===== config.mk =====
export PLATFORM = sky130hd
export DESIGN_NAME = scurve_scan_controller
export DESIGN_NICKNAME = d
export VERILOG_FILES = /design/src/rtl/scurve_scan_controller.sv
export SDC_FILE = /design/constraint.sdc
export NUM_CORES = 1
export LEC_CHECK = 0
export CAP_MARGIN = 10
export CORE_ASPECT_RATIO = 0.6
export CORE_UTILIZATION = 50
export CTS_BUF_LIST = sky130_fd_sc_hd__clkbuf_4
export DETAILED_ROUTE_END_ITERATION = 8
export PLACE_DENSITY = 0.8
export SYNTH_ARGS = -nofsm -noshare
export SYNTH_HDL_FRONTEND = slang
export SYNTH_SLANG_ARGS = --single-unit

===== constraint.sdc =====
create_clock -name Clk -period 9.2 [get_ports Clk]
set_clock_uncertainty 0.1 [all_clocks]
set_input_delay 0.92 -clock Clk [delete_from_list [all_inputs] [get_ports Clk]]
set_output_delay 0.92 -clock Clk [all_outputs]
set_load 0.005 [all_outputs]

===== src/rtl/scurve_scan_controller.sv =====
// S-curve scan initiator: steps the threshold DAC, runs one injection burst per
// point against the pulse/trigger counter and streams a 3-word record per point.
module scurve_scan_controller #(
  parameter logic [19:0] TIMEOUT_CYCLES = 20'd1000000,
  parameter logic [15:0] TRAILER_WORD   = 16'hFF45
) (
  input  logic        Clk,
  input  logic        reset,
  input  logic        Scan_Start,
  input  logic        Scan_Abort,
  input  logic [9:0]  DAC_Start,
  input  logic [9:0]  DAC_End,
  input  logic [9:0]  DAC_Step,
  input  logic [15:0] CPT_MAX,
  input  logic [15:0] Pulse_Period,
  input  logic [15:0] Pulse_High,
  input  logic [15:0] Settle_Time,
  output logic [9:0]  DAC_Code,
  output logic        DAC_Load,
  output logic        CLK_EXT,
  output logic        Test_Start,
  output logic        Counter_Reset_n,
  input  logic [15:0] CPT_PULSE,
  input  logic [15:0] CPT_TRIGGER,
  input  logic        CPT_DONE,
  output logic [15:0] Data_Out,
  output logic        Data_Valid,
  input  logic        Data_Ready,
  output logic        Scan_Busy,
  output logic        Scan_Done
);
  typedef enum logic [3:0] {
    IDLE, LOAD, CLEAR, SETTLE, RUN, WAIT_DONE, OUT0, OUT1, OUT2, NEXT, TRAILER, DONE
  } state_t;

  state_t      state_q, state_d;
  logic [9:0]  dac_q, dac_d, end_q, end_d, step_q, step_d;
  logic        up_q, up_d, tmo_q, tmo_d;
  logic [15:0] npulse_q, npulse_d, period_q, period_d, high_q, high_d, settle_q, settle_d;
  logic [19:0] cnt_q, cnt_d;
  logic [15:0] p_q, p_d, pcnt_q, pcnt_d;
  logic [15:0] cap_pulse_q, cap_pulse_d, cap_trig_q, cap_trig_d;
  logic        dac_load_q, dac_load_d, clk_ext_q, clk_ext_d, test_start_q, test_start_d;
  logic        crst_n_q, crst_n_d, dvalid_q, dvalid_d, busy_q, busy_d, done_q, done_d;
  logic [15:0] dout_q, dout_d;

  logic [15:0] per_eff, high_eff;
  logic [10:0] next_code;
  logic        next_stop;
  logic [20:0] cnt_inc;

  // The counter's 2-FF edge detector needs at least 2 cycles high and 2 low.
  function automatic logic [15:0] sat_period(input logic [15:0] p);
    return (p < 16'd4) ? 16'd4 : p;
  endfunction

  function automatic logic [15:0] sat_high(input logic [15:0] h, input logic [15:0] per);
    if (h < 16'd2) return 16'd2;
    if (h > per - 16'd2) return per - 16'd2;
    return h;
  endfunction

  assign per_eff   = sat_period(Pulse_Period);
  assign high_eff  = sat_high(Pulse_High, per_eff);
  assign next_code = up_q ? ({1'b0, dac_q} + {1'b0, step_q}) : ({1'b0, dac_q} - {1'b0, step_q});
  // Bit 10 flags overflow past 1023 going up, or a borrow going down.
  assign next_stop = up_q ? (next_code > {1'b0, end_q}) : (next_code[10] || (next_code[9:0] < end_q));
  assign cnt_inc   = {1'b0, cnt_q} + 21'd1;

  always_comb begin
    state_d     = state_q;
    dac_d       = dac_q;
    end_d       = end_q;
    step_d      = step_q;
    up_d        = up_q;
    tmo_d       = tmo_q;
    npulse_d    = npulse_q;
    period_d    = period_q;
    high_d      = high_q;
    settle_d    = settle_q;
    cnt_d       = cnt_q;
    p_d         = p_q;
    pcnt_d      = pcnt_q;
    cap_pulse_d = cap_pulse_q;
    cap_trig_d  = cap_trig_q;
    clk_ext_d   = 1'b0;
    case (state_q)
      IDLE: begin
        if (Scan_Start && !Scan_Abort) begin
          dac_d    = DAC_Start;
          end_d    = DAC_End;
          up_d     = (DAC_End >= DAC_Start);
          step_d   = (DAC_Step == 10'd0) ? 10'd1 : DAC_Step;
          npulse_d = (CPT_MAX == 16'd0) ? 16'd1 : CPT_MAX;
          period_d = per_eff;
          high_d   = high_eff;
          settle_d = Settle_Time;
          state_d  = LOAD;
        end
      end
      LOAD: begin
        cnt_d   = 20'd0;
        state_d = CLEAR;
      end
      CLEAR: begin
        if (cnt_q[0]) begin
          cnt_d   = 20'd0;
          p_d     = 16'd0;
          pcnt_d  = 16'd0;
          state_d = (settle_q == 16'd0) ? RUN : SETTLE;
        end else begin
          cnt_d = cnt_inc[19:0];
        end
      end
      SETTLE: begin
        if (cnt_inc >= {5'd0, settle_q}) begin
          p_d     = 16'd0;
          pcnt_d  = 16'd0;
          state_d = RUN;
        end else begin
          cnt_d = cnt_inc[19:0];
        end
      end
      RUN: begin
        if (CPT_DONE) begin
          cap_pulse_d = CPT_PULSE;
          cap_trig_d  = CPT_TRIGGER;
          tmo_d       = 1'b0;
          state_d     = OUT0;
        end else begin
          clk_ext_d = (p_q < high_q);
          if (p_q == period_q - 16'd1) begin
            p_d    = 16'd0;
            pcnt_d = pcnt_q + 16'd1;
            if (pcnt_q == npulse_q - 16'd1) begin
              cnt_d   = 20'd0;
              state_d = WAIT_DONE;
            end
          end else begin
            p_d = p_q + 16'd1;
          end
        end
      end
      WAIT_DONE: begin
        if (CPT_DONE) begin
          cap_pulse_d = CPT_PULSE;
          cap_trig_d  = CPT_TRIGGER;
          tmo_d       = 1'b0;
          state_d     = OUT0;
        end else if (cnt_inc >= {1'b0, TIMEOUT_CYCLES}) begin
          cap_pulse_d = CPT_PULSE;
          cap_trig_d  = CPT_TRIGGER;
          tmo_d       = 1'b1;
          state_d     = OUT0;
        end else begin
          cnt_d = cnt_inc[19:0];
        end
      end
      OUT0:    if (Data_Ready) state_d = OUT1;
      OUT1:    if (Data_Ready) state_d = OUT2;
      OUT2:    if (Data_Ready) state_d = NEXT;
      NEXT: begin
        if (next_stop) begin
          state_d = TRAILER;
        end else begin
          dac_d   = next_code[9:0];
          state_d = LOAD;
        end
      end
      TRAILER: if (Data_Ready) state_d = DONE;
      DONE:    state_d = IDLE;
      default: state_d = IDLE;
    endcase

    if (Scan_Abort && state_q != IDLE) begin
      state_d   = IDLE;
      clk_ext_d = 1'b0;
    end

    // Outputs are decoded from the next state so they register with it.
    dac_load_d   = (state_d == LOAD);
    crst_n_d     = (state_d != CLEAR);
    test_start_d = (state_d == RUN) || (state_d == WAIT_DONE);
    busy_d       = (state_d != IDLE) && (state_d != DONE);
    done_d       = (state_d == DONE);
    dvalid_d     = (state_d == OUT0) || (state_d == OUT1) || (state_d == OUT2) || (state_d == TRAILER);
    case (state_d)
      OUT0:    dout_d = {4'hA, tmo_d, 1'b0, dac_d};
      OUT1:    dout_d = cap_pulse_d;
      OUT2:    dout_d = cap_trig_d;
      TRAILER: dout_d = TRAILER_WORD;
      default: dout_d = dout_q;
    endcase
  end

  always_ff @(posedge Clk or posedge reset) begin
    if (reset) begin
      state_q      <= IDLE;
      dac_q        <= 10'd0;
      end_q        <= 10'd0;
      step_q       <= 10'd1;
      up_q         <= 1'b1;
      tmo_q        <= 1'b0;
      npulse_q     <= 16'd1;
      period_q     <= 16'd4;
      high_q       <= 16'd2;
      settle_q     <= 16'd0;
      cnt_q        <= 20'd0;
      p_q          <= 16'd0;
      pcnt_q       <= 16'd0;
      cap_pulse_q  <= 16'd0;
      cap_trig_q   <= 16'd0;
      dac_load_q   <= 1'b0;
      clk_ext_q    <= 1'b0;
      test_start_q <= 1'b0;
      crst_n_q     <= 1'b0;
      dvalid_q     <= 1'b0;
      busy_q       <= 1'b0;
      done_q       <= 1'b0;
      dout_q       <= 16'd0;
    end else begin
      state_q      <= state_d;
      dac_q        <= dac_d;
      end_q        <= end_d;
      step_q       <= step_d;
      up_q         <= up_d;
      tmo_q        <= tmo_d;
      npulse_q     <= npulse_d;
      period_q     <= period_d;
      high_q       <= high_d;
      settle_q     <= settle_d;
      cnt_q        <= cnt_d;
      p_q          <= p_d;
      pcnt_q       <= pcnt_d;
      cap_pulse_q  <= cap_pulse_d;
      cap_trig_q   <= cap_trig_d;
      dac_load_q   <= dac_load_d;
      clk_ext_q    <= clk_ext_d;
      test_start_q <= test_start_d;
      crst_n_q     <= crst_n_d;
      dvalid_q     <= dvalid_d;
      busy_q       <= busy_d;
      done_q       <= done_d;
      dout_q       <= dout_d;
    end
  end

  assign DAC_Code        = dac_q;
  assign DAC_Load        = dac_load_q;
  assign CLK_EXT         = clk_ext_q;
  assign Test_Start      = test_start_q;
  assign Counter_Reset_n = crst_n_q;
  assign Data_Out        = dout_q;
  assign Data_Valid      = dvalid_q;
  assign Scan_Busy       = busy_q;
  assign Scan_Done       = done_q;
endmodule


# Word level (Yosys, flattened, before mapping)
# Index checks and enable logic that the tools add are counted.
word_totals:
  inputBits: 132
  word_cells: 155
  out_inout_bits: 33
  reg_bits: 207
op_classes:
  order_cmp: 9
  add_sub_neg: 8
  eq_ne: 30
  mux: 63
  reduce_logical: 22
op_table:
  columns: ["operator", "count"]
  rows:
  - ["$mux 16", 18]
  - ["$mux 20", 7]
  - ["$pmux 20 s5", 1]
  - ["$pmux 16 s3", 2]
  - ["$pmux 16 s2", 2]
  - ["$pmux 16 s4", 1]
  - ["$mux 4", 14]
  - ["$pmux 4 s11", 1]
  - ["$add 16x1->16 const B", 2]
  - ["$eq 16x16->1", 2]
  - ["$eq 4x3->1 const B", 8]
  - ["$logic_not 16->1", 2]
  - ["$sub 16x1->16 const B", 2]
  - ["$mux 10", 3]
  - ["$eq 4x4->1 const B", 6]
  - ["$add 20x1->21 const B", 1]
  - ["$ge 21x16->1", 1]
  - ["$ge 21x20->1 const B", 1]
  - ["$pmux 10 s2", 1]
  - ["$gt 16x16->1", 1]
  - ["$lt 16x16->1", 1]
  - ["$lt 16x2->1 const B", 1]
  - ["$lt 16x3->1 const B", 1]
  - ["$ne 2x2->1 const B", 8]
  - ["other kinds (26)", 45]

# Depth between registers and ports, before layout
depth:
  ltp_word: 12
  ltp_mapped: 24
  mapped_depth_nobuf: 24

# Worst setup path before layout
# OpenSTA, ideal clock, no wires.
synth_path:
  path_kind: "reg-to-reg"
  start: "register up_q"
  end: "register dout_q[0] (netlist: Data_Out[0])"
  required_time_ps: 8961
  arrival_ps: 5628
  stages_incl_launch_ff: 23
  path_slack_ps: 3334
  n_path_buf: 1
  synth_period_minus_slack_ps: 5866
  cell_sequence: "dfstp_2 clkbuf_1 mux2_2 ha_1 a21o_1 a21oi_1 o21bai_1 a21oi_1 o21ai_0 a21o_1 a21oi_1 xnor2_1 ha_1 and3_1 nand3_1 a211o_1 and3b_1 o31a_1 or4_4 or3_1 and2_1 and3_4 or4_1"
synth_via:
  elab_chain_len: 9
  elab_cells_between_ends: 16
  classes_between: "order compare: 2; eq/ne: 4; mux: 8; reduce/logical: 2"
synth_rtl:
  columns: ["item", "line_no", "source"]
  rows:
  - ["start, declared", "38", "logic up_q, up_d, tmo_q, tmo_d;"]
  - ["start signal, assigned", "226", "up_q <= up_d;"]
  - ["$mux 11", "65", "assign next_code = up_q ? ({1'b0, dac_q} + {1'b0, step_q}) : ({1'b0, dac_q} - {1'b0, step_q});"]
  - ["$lt 10x10->1", "67", "assign next_stop = up_q ? (next_code > {1'b0, end_q}) : (next_code[10] || (next_code[9:0] < end_q));"]
  - ["$logic_or 1x1->1", "67", null]
  - ["$mux 1 *", "67", null]
  - ["$mux 4 *", "163", "if (next_stop) begin"]
  - ["$pmux 4 s11 *", "87", "case (state_q)"]
  - ["$mux 4 *", "175", "if (Scan_Abort && state_q != IDLE) begin"]
  - ["via state_d[1]", "36", "state_t state_q, state_d;"]
  - ["$eq 4x4->1 or $eq 4x3->1 (tied branches)", "187", "case (state_d)"]
  - ["$pmux 16 s4 or $reduce_bool 4->1 (tied branches)", null, null]
  - ["end signal, assigned", "244", "dout_q <= dout_d;"]
  - ["end, declared", "45", "logic [15:0] dout_q, dout_d;"]
# Mark *: on every way through the listed nets, which the timed path passes. The rest lies on a longest branch.
# A chain may end at the register's enable or synchronous reset.

# Final worst setup path
layout_path:
  start: "register step_q[0]"
  end: "register dout_q[11] (netlist: Data_Out[11])"
layout_via:
  elab_chain_len: 10
  elab_cells_between_ends: 16
  classes_between: "add/sub: 2; order compare: 2; eq/ne: 4; mux: 6; reduce/logical: 2"
layout_rtl:
  columns: ["item", "line_no", "source"]
  rows:
  - ["start, declared", "37", "logic [9:0] dac_q, dac_d, end_q, end_d, step_q, step_d;"]
  - ["start signal, assigned", "225", "step_q <= step_d;"]
  - ["$sub 10x10->11 or $add 10x10->11 (tied branches)", "65", null]
  - ["$mux 11 *", "65", null]
  - ["$lt 10x10->1", "67", null]
  - ["$logic_or 1x1->1", "67", null]
  - ["$mux 1 *", "67", null]
  - ["$mux 4 *", "163", null]
  - ["$pmux 4 s11 *", "87", null]
  - ["$mux 4 *", "175", null]
  - ["$eq 4x4->1 or $eq 4x3->1 (tied branches)", "187", null]
  - ["$pmux 16 s4 or $reduce_bool 4->1 (tied branches)", null, null]
# Every way passes the cells marked *; elsewhere a longest branch is shown, timed or not.

==> metrics.md <==
| Metric | Value |
|---|---|
| Critical-path cell list | `inv_1, ha_1, mux2_2, ha_1, a21o_1, a21oi_1, o21bai_1, a21oi_1, o21ai_0, a21o_1, a21oi_1, xnor2_1, ha_1, and3_1, nand3_1, a211o_1, and3b_1, o31a_1, or4_4, or3_1, nor3_2, a22oi_1, a222oi_1` |
| R2R cell count | `23` |
| Synthesized cell area | `roughly 13000 µm²` |
| Synth warnings | `0` |
| Die width | `approximately 210 µm` |
| Setup TNS | `0 ps` |
| Hold Path Class | `flop to flop` |
| Final ANT Viol Nets | `0` |
| CP Launch Point | `step_q[0]` |
| Die height | `129 µm` |
| Clock Sinks | `between 200 and 250` |
| Register bit total from synthesis | `between 200 and 250` |
| # DRC | `0` |
| 1st-iter DRT viols | `between 1000 and 1500` |
| R2r endpoint | `Data_Out[11]` |
| Crit path largest cell delay | `between 800 and 900 ps` |
| Switching share of power | `between 40% and 50%` |
| Synth top area cells | `dfrtp_1, ha_1, nand2_1, xnor2_1, o21ai_0` |
| Combinational power share | `between 40 and 50%` |
| Area Overhead vs Synth | `18.7%` |
| Clock root buffer | `clkbuf_4` |
| Outcome | `finished clean` |
| CTS Buffer Depth | `3` |
| Buf+Inv Stages, Crit Path | `1` |
| CP arrival | `~7300 ps` |
| Worst vdd ir | `approximately 230 µV` |
| Sw power | `between 1.5 and 2 mW` |
| Share of cells above drive strength 1 | `9.35%` |
| Post-synth EDFFs | `0` |
| Register area share after synthesis | `between 30% and 40%` |
| I/O Pins | `165` |
| Internal | `2.59 mW` |
| Latest clock arrival within the worst-skew pair | `730 ps` |
| Share of the synthesized area in the top cell type | `a little under two fifths` |
| Max-Cap Viols | `0` |
| Initial antenna violation count | `5` |
| DR vias | `between 10000 and 15000` |
| Fmax | `around 150 MHz` |
| Largest area contributor in the netlist | `dfrtp_1` |
| Power Dens Cells | `about 290 nW/µm²` |
| DR WL/cell | `between 15 and 20 µm` |
| Reg-to-Reg Start | `step_q[0]` |
| Grt ovf | `0` |
| Final WL | `37400 µm` |
| Pwr Total | `between 4 and 5 mW` |
| Sequential Power Share | `33.2%` |
| Starting Density | `just over 50%` |
| Share of synthesized flip-flops with an asynchronous set or reset | `100%` |
| CP required | `between 9000 and 10000 ps` |
| Core area | `25800 µm²` |
| Final setup fails | `0` |
| Main synth FF type | `dfrtp_1` |
| Drt first pass iters | `6` |
| Hold Fails Final Rpt | `0` |
| Leak pwr | `slightly above 7 nW` |
| Most common library cells after synthesis | `nand2_1, dfrtp_1, nor2_1, inv_1, ha_1` |
| Routability-driven placement congestion ratio | `between 0.9 and 1` |
| Slew at the pin with the worst max-slew slack | `1070 ps` |
| Vias/cell | `a little under 6` |
| Num CTS Buffers | `between 50 and 60` |
| CP max-delay cell | `nor3_2` |
| Worst Path Class, Setup | `flop to flop` |
| Relative slew slack | `between 20% and 30%` |
| RSZ-0062 raised after global routing | `false` |
| Crit path time final | `slightly below 7000 ps` |
| # rows | `45` |
| Fin nets | `around 1900` |
| CTS tree | `built` |
| Post-DP HPWL | `27800 µm` |
| Clock Power Share | `between 15 and 20%` |
| Worst Setup End Kind | `flop` |
| Avg Inst Size Synth | `8.82 µm²` |
| Die area | `27500 µm²` |
| Post-cts resize count | `0` |
| Yosys cell types | `85` |
| CTS H-Tree Depth | `2` |
| R2R setup slack | `2440 ps` |
| Cells after Synth | `about 1500` |
| Max-slew violations | `0` |
| Critical path's top delay family | `compound AO/OA/AOI/OAI gates` |
| Final Cycle Share | `between 70% and 80%` |
| Vias in the first global route | `between 10000 and 15000` |
| Critical path depth | `23` |
| Post-CTS Hold Fix Bufs | `0` |
| GRT Total Usage | `between 20 and 30%` |
| Crit path max fanout | `16` |
| First-pass GRT wire length | `around 60000 µm` |
| Largest net degree at the start of global routing | `129` |
| Number of port buffers | `between 150 and 200` |
| Worst-path clk slew | `80 ps` |
| Crit path launch type | `flop` |
| Syn Nets | `roughly 1700` |
| Count leader, synth | `nand2_1` |
| Critical Path End | `Data_Out[11]` |
| # Post-CTS Setup Buffers | `0` |
## layout make-up
cell class | instances | area (µm²)
Fill cell | 2243 | 9880
Multi-Input combinational cell | 1147 | 7570
Sequential cell | 207 | 5190
Timing Repair Buffer | 173 | 1710
Clock buffer | 76 | 571
Tap cell | 352 | 440
Inverter | 97 | 372
Clock inverter | 12 | 46.3
Antenna cell | 4 | 10.0
## cells by family (layout without fill, tap and decap cells)
| family | after synthesis | in the layout | share of synthesized area [%] |
|---|---|---|---|
| AO/OA/AOI/OAI | 315 | 315 | 16.3 |
| multiplexers | 38 | 38 | 3.15 |
| buffers and inverters | 164 | 358 | 4.88 |
| XOR/XNOR | 101 | 101 | 6.61 |
| other | 0 | 4 | 0 |
| AND/OR/NAND/NOR | 605 | 605 | 22.1 |
| adder cells (fa/ha/maj) | 88 | 88 | 8.28 |
| flip-flops | 207 | 207 | 38.7 |
## cell usage in the layout (no fill, tap or decap), types with 23 or more instances in the layout
cell | netlist | final
nand2_1 | 229 | 229
dfrtp_1 | 202 | 202
clkdlybuf4s50_1 | 0 | 164
nor2_1 | 102 | 100
inv_1 | 97 | 96
ha_1 | 87 | 87
o21ai_0 | 77 | 77
clkbuf_4 | 0 | 76
xnor2_1 | 58 | 58
a21oi_1 | 55 | 55
nand3_1 | 46 | 46
xor2_1 | 43 | 43
nand4_1 | 35 | 35
mux2_2 | 33 | 33
nor3_1 | 28 | 28
and2_1 | 26 | 26
a21o_1 | 25 | 25
nand2b_1 | 23 | 23
nor4_1 | 23 | 23
## sequential cells by signal (all words and copies together), names as in the netlist
register / count
cap_pulse_q: 16
Scan_Busy: 1
Data_Out: 16
CLK_EXT: 1
up_q: 1
step_q: 10
period_q: 16
Test_Start: 1
DAC_Code: 10
Counter_Reset_n: 1
cnt_q: 20
cap_trig_q: 16
state_q: 4
p_q: 16
npulse_q: 16
end_q: 10
DAC_Load: 1
high_q: 16
settle_q: 16
tmo_q: 1
Scan_Done: 1
pcnt_q: 16
Data_Valid: 1
## worst min path at each step
stage | start | endpoint | slack, ps | cells past startpoint
2_1_floorplan | high_q[0] | high_q[0] | 350 | 2
3_3_place_gp | Data_Out[5] | Data_Out[5] | 380 | 2
3_5_place_dp | cap_pulse_q[6] | cap_pulse_q[6] | 390 | 1
4_1_cts | cap_pulse_q[6] | cap_pulse_q[6] | 400 | 1
5_1_grt | cap_trig_q[2] | cap_trig_q[2] | 420 | 1
6_report | cap_pulse_q[6] | cap_pulse_q[6] | 400 | 1
## metal layers
| layer | global-route usage, % | vias to the layer above | share of wire [%] |
|---|---|---|---|
| met5 | 0 | - | 0 |
| met1 | 41.3 | 5837 | 47 |
| li1 | - | 5724 | - |
| met2 | 39.8 | 486 | 42 |
| met4 | 8.28 | 0 | 1.8 |
| met3 | 6.59 | 56 | 8.9 |
## worst register-to-register path, cell delays in order, from the launching register on
cell and delay (ps):
dfstp_2 560, inv_1 60, ha_1 300, mux2_2 300, ha_1 280, a21o_1 160
a21oi_1 220, o21bai_1 90, a21oi_1 230, o21ai_0 180, a21o_1 210, a21oi_1 180
xnor2_1 110, ha_1 320, and3_1 170, nand3_1 110, a211o_1 310, and3b_1 220
o31a_1 290, or4_4 520, or3_1 380, nor3_2 830, a22oi_1 220, a222oi_1 280
## power groups by stage
stage | clock, mW | sequential [mW] | combinational [mW]
finish | 0.771 | 1.51 | 2.26
floorplan | 0 | 1.40 | 1.62
global placement | 0 | 1.50 | 2.13
CTS | 0.786 | 1.50 | 2.23
global route | 0.839 | 1.54 | 2.48
detailed placement | 0 | 1.51 | 2.21
## per-stage QoR
| stage | worst slack, ps | cells | area (µm²) | util [%] | hold WS, ps |
|---|---|---|---|---|---|
| floorplan | 2540 | 1518 | 13400 | - | 351 |
| global placement | 2870 | 1976 | 15300 | 59.2 | 382 |
| detailed placement | 2560 | 1976 | 15300 | 59.2 | 385 |
| CTS | 2510 | 2064 | 15900 | 61.6 | 401 |
| global route | 2060 | 2068 | 15900 | 61.7 | 416 |
| finish | 2440 | 2068 | 15900 | 61.7 | 401 |
No activity file was read; power rests on OpenSTA's default activity.
